File: src/rtl/mult_booth_seq.sv
// Sequential radix-2 Booth multiplier: 32 iterations per product.
// Outputs are the low 32 product bits, a signed-overflow flag and a ready pulse.
//
// state | meaning
// IDLE  | waiting for ctrl_MULT
// RUN   | one Booth step per clock, 32 steps
// DONE  | result registers valid, data_resultRDY high for this cycle
module mult_booth_seq #(
  parameter int WIDTH = 32
) (
  input  logic             clock,
  input  logic             reset_n,
  input  logic             ctrl_MULT,
  input  logic [WIDTH-1:0] data_operandA,
  input  logic [WIDTH-1:0] data_operandB,
  output logic [WIDTH-1:0] data_result,
  output logic             data_exception,
  output logic             data_resultRDY,
  output logic             busy
);

  typedef enum logic [1:0] {IDLE, RUN, DONE} state_t;

  state_t           state;
  logic [WIDTH:0]   mcand;
  logic [WIDTH:0]   acc;
  logic [WIDTH-1:0] mq;
  logic             q_m1;
  logic [5:0]       count;

  logic [WIDTH:0]   sum;
  logic [WIDTH:0]   nacc;
  logic [WIDTH-1:0] nmq;
  logic             nq_m1;
  logic [WIDTH:0]   hi_bits;
  logic             ovf;

  // One Booth step: conditional add/subtract, then arithmetic shift of {acc, mq, q_m1}.
  always_comb begin
    sum = acc;
    case ({mq[0], q_m1})
      2'b01:   sum = acc + mcand;
      2'b10:   sum = acc - mcand;
      default: sum = acc;
    endcase
    {nacc, nmq, nq_m1} = {sum[WIDTH], sum, mq};
    hi_bits = {nacc[WIDTH-1:0], nmq[WIDTH-1]};
    ovf = !((hi_bits == '0) || (hi_bits == '1));
  end

  always_ff @(posedge clock or negedge reset_n) begin
    if (!reset_n) begin
      state          <= IDLE;
      mcand          <= '0;
      acc            <= '0;
      mq             <= '0;
      q_m1           <= 1'b0;
      count          <= '0;
      data_result    <= '0;
      data_exception <= 1'b0;
      data_resultRDY <= 1'b0;
      busy           <= 1'b0;
    end else if (ctrl_MULT) begin
      // A start in any state discards whatever was in flight.
      state          <= RUN;
      mcand          <= {data_operandA[WIDTH-1], data_operandA};
      acc            <= '0;
      mq             <= data_operandB;
      q_m1           <= 1'b0;
      count          <= '0;
      data_resultRDY <= 1'b0;
      busy           <= 1'b1;
    end else begin
      case (state)
        RUN: begin
          acc   <= nacc;
          mq    <= nmq;
          q_m1  <= nq_m1;
          count <= count + 6'd1;
          if (count == 6'd31) begin
            state          <= DONE;
            data_result    <= nmq;
            data_exception <= ovf;
            data_resultRDY <= 1'b1;
            busy           <= 1'b0;
          end
        end
        DONE: begin
          state          <= IDLE;
          data_resultRDY <= 1'b0;
        end
        default: begin
          state          <= IDLE;
          data_resultRDY <= 1'b0;
          busy           <= 1'b0;
        end
      endcase
    end
  end

endmodule

File: config.mk
export PLATFORM = sky130hd
export DESIGN_NAME = mult_booth_seq
export DESIGN_NICKNAME = d
export VERILOG_FILES = /design/src/rtl/mult_booth_seq.sv
export SDC_FILE = /design/constraint.sdc
export NUM_CORES = 1
export LEC_CHECK = 0
export CORE_MARGIN = 3
export CORE_UTILIZATION = 50
export CTS_BUF_LIST = sky130_fd_sc_hd__clkbuf_4 sky130_fd_sc_hd__clkbuf_8 sky130_fd_sc_hd__clkbuf_16
export DETAILED_ROUTE_END_ITERATION = 7
export MAX_ROUTING_LAYER = met4
export PLACE_DENSITY = 0.71
export SYNTH_ARGS = -nofsm -noshare
export SYNTH_HDL_FRONTEND = slang
export SYNTH_SLANG_ARGS = --single-unit
File: constraint.sdc
create_clock -name clock -period 5.9 [get_ports clock]
set_input_delay 1.18 -clock clock [delete_from_list [all_inputs] [get_ports clock]]
set_output_delay 1.18 -clock clock [all_outputs]
set_load 0.005 [all_outputs]
==> out/metrics.yaml <==
route:
  drc: 0
  wire_per_inst_um: 19.0
  ant_nets: 0
  drt-initial-drc-count: 745
  via_per_inst: 6.13
  first_pass_iters: 5
  vias: 8245
  routed_wl_mm: 25.5
grt:
  grt_start_max_net_pins: 94
  grt_antenna_before_repair: 0
  grtUsageTotal_pct: 26.0
  grt_pass1_wl_mm: 41.1
  grt_overflow: 0
  grt_pass1_vias: 7972
hold_path:
  hold_path_end: "data_result[2]$_DFFE_PN0P_"
  hold_start: "data_result[2]$_DFFE_PN0P_"
  hold_depth: 1
  hold_path.class: "flop to flop"
flow_run:
  drv_cap: 0
setup_path:
  worstSetupPathType: "flop to flop"
  required_ns: 6.21
  arrival_ns: 5.64
  crit_fanout: 11
  rr_worst_depth: 18
  r2r_end: "data_exception$_DFFE_PN0P_"
  critPathLaunchType: "flop"
  critPathCaptureType: "flop"
  rrSetupSlack_ns: 0.57
  r2r_start: "mcand[3]$_DFFE_PN0P_"
timing:
  timing.final.ws_setup_ns: 0.573
  maxSlewHeadroom_pct: 39.9
  grt_setup_unrepaired: "no"
  finalMaxSlewViolations: 0
  fmaxAchievable_ghz: 0.188
  final_hold_viol_count: 0
  tightestPinTransition_ns: 0.902
  skew_ns: 0.00933
  hold_slack_ns: 0.506
  finalSetupTns_ns: 0
  period_minus_slack_ns: 5.33
  period_share_pct: 90.3
  setup-violations-final: 0
floorplanning:
  fp.dieArea_sq_mm: 0.0204
  die_width_um: 143
  fp.coreArea_sq_mm: 0.0182
  initial_utilization_pct: 51.5
  ios: 102
  rows: 49
  die_h_um: 143
synthesis:
  netlist_area_sq_mm: 0.00937
  synth-edff-count: 0
  synth_area_leader_cell: "dfrtp_1"
  synthDistinctLibCells: 79
  synth_top_family_by_area: "simple AND/OR/NAND/NOR gates"
  ys_ff_latch: 139
  synth_fp_nets: 1143
  ys_seq_area_share_pct: 37.1
  synthCells: 1040
  synth_fa_ha_area_share_pct: 4.89
  synth.most_common_cell: "dfrtp_1"
  yosys_warnings: 0
  syn_area_per_cell_sq_um: 9.01
  synth_xor_area_share_pct: 4.02
  synth_top_cell_area_share_pct: 37.1
  ys_async_sr_fraction_pct: 100
  synth-compound-area-share_pct: 19.0
  ys.flop_type: "dfrtp_1"
  synthMuxAreaShare_pct: 11.5
  synth.area.top_cells: "dfrtp_1 37%, mux2_2 7.3%, ha_1 4.7%"
  synthSimpleGateAreaFrac_pct: 20.0
  synth_common_cells: "139 x dfrtp_1, 100 x nand2_1, 96 x nor2_1, 67 x a21oi_1, 63 x o21ai_0"
pwr:
  power.switching_mw: 1.64
  power_frac_clock_pct: 26.0
  intPower_mw: 2.34
  leakage_nw: 4.66
  swShare_pct: 41.3
  p_total_mw: 3.98
  power_density_mw_per_mm2: 359
  irDropWorstVdd_uv: 227
  combPwrFrac_pct: 43.8
  power_frac_seq_pct: 30.2
clock_network:
  cts-root-buf: "clkbuf_16"
  cts-htree-levels: 4
  holdBufCountCts: 0
  cts_sinks: 139
  postCtsSetupBuffers: 0
  clock_path_buffers: 2
  clock_latency_ns: 0.43
  cts_tree: "done"
  numCtsBuffers: 17
  clk_pin_slew_ns: 0.07
layout:
  drive_above_1_share_pct: 11.7
  antenna_cells: 0
  nNetsFinal: 1207
  synthToLayoutAreaGrowth_pct: 18.2
  fin_util_pct: 60.9
placement:
  io_buffers: 101
  pre_cts_ws_ns: 0.430
  dp_hpwl_mm: 18.4
  globalplace.congestion: 0.981
run_status:
  run_status: "complete, no violations"
==> flip-flops by register name, indices dropped and copies added, names as in the netlist <==
signal          count
acc                32
data_result        32
mcand              32
mq                 32
count               6
busy                1
data_exception      1
data_resultRDY      1
q_m1                1
state               1
==> layout by cell type (no fill, tap or decap), types with 9 or more instances in the layout <==
cell,synthesis,layout
nor2_1,96,96
clkdlybuf4s50_1,0,99
nand2_1,100,100
ha_1,35,34
a211oi_1,21,21
nor4_1,10,9
nand2b_1,12,11
mux2_2,61,61
nor2b_1,14,13
nand4_1,15,15
xnor2_1,36,36
inv_1,17,17
a21o_1,19,19
or4_1,9,9
nand3_1,13,13
dfrtp_1,139,139
buf_4,0,11
o21a_1,11,11
mux2i_1,39,39
and3_1,11,11
a21oi_1,67,67
nor3b_1,9,9
or3_1,10,10
a31oi_1,12,12
nor3_1,27,26
clkbuf_16,0,17
o21ai_0,63,63
==> through the flow <==
stage                     cells  instance area, sq um
final                      1346                 11100
after CTS                  1346                 11100
after detailed placement   1314                 10500
after floorplan            1040                  9370
after global placement     1314                 10500
after global routing       1346                 11100
==> layer usage <==
layer | GRT usage (%) | routed length [um] | vias to the layer above
met3 | 7.37 | 2280 | 47
met2 | 37.4 | 11300 | 321
li1 | - | - | 3947
met1 | 35.3 | 11200 | 3930
met5 | - | 0 | -
met4 | 9.35 | 725 | 0
==> power by group through the flow <==
stage,clock network [mW],registers (mW),logic (mW)
after floorplan,0,1.17,1.30
after global placement,0,1.21,1.69
after detailed placement,0,1.21,1.70
after CTS,1.05,1.20,1.71
after global routing,1.09,1.22,1.92
final,1.04,1.20,1.74
==> critical path: stages (launching register included) <==
cell	delay, ns
dfrtp_1	0.41
or3_1	0.50
nor4_2	0.28
nand3b_1	0.17
nor2_1	0.29
a21oi_1	0.16
nor2_1	0.32
xnor2_1	0.17
ha_1	0.52
nand2_1	0.14
nor3_1	0.29
clkinv_1	0.10
a211o_1	0.34
and4_1	0.21
o31a_1	0.29
a2111oi_0	0.46
nand4_1	0.18
nor4_2	0.30
nor3_2	0.06
==> timing repair <==
item	4_1_cts	5_1_grt
endpoints found under the hold margin	0	0
resized for setup	0	1
endpoints found under the setup margin	0	1
==> kinds of logic (layout without fill, tap and decap cells) <==
| group | Yosys count | in the layout |
|---|---|---|
| AND/OR/NAND/NOR | 365 | 365 |
| buffers and inverters | 85 | 162 |
| AO/OA/AOI/OAI | 272 | 272 |
| multiplexers | 100 | 100 |
| adder cells (fa/ha/maj) | 36 | 36 |
| flip-flops | 139 | 139 |
| XOR/XNOR | 43 | 43 |
==> worst max-delay path by stage <==
stage,startpoint,endpoint,slack (ns),cells after the start
after floorplan,mcand[3]$_DFFE_PN0P_,data_exception$_DFFE_PN0P_,1.31,19
after global placement,mcand[3]$_DFFE_PN0P_,data_exception$_DFFE_PN0P_,0.66,18
after detailed placement,mcand[3]$_DFFE_PN0P_,data_exception$_DFFE_PN0P_,0.43,18
after CTS,mcand[3]$_DFFE_PN0P_,data_exception$_DFFE_PN0P_,0.42,18
after global routing,mcand[3]$_DFFE_PN0P_,data_exception$_DFFE_PN0P_,0.16,18
final,mcand[3]$_DFFE_PN0P_,data_exception$_DFFE_PN0P_,0.57,18
==> cell type report <==
cell class                 count  area [sq um]
clock buffer                  18           439
clock inverter                14           125
inverter                      19          71.3
timing repair buffer         111          1080
fill                        1513          7130
tap                          229           287
multi-input combinational    816          5600
sequential                   139          3480
Power figures use the tool's default switching activity.
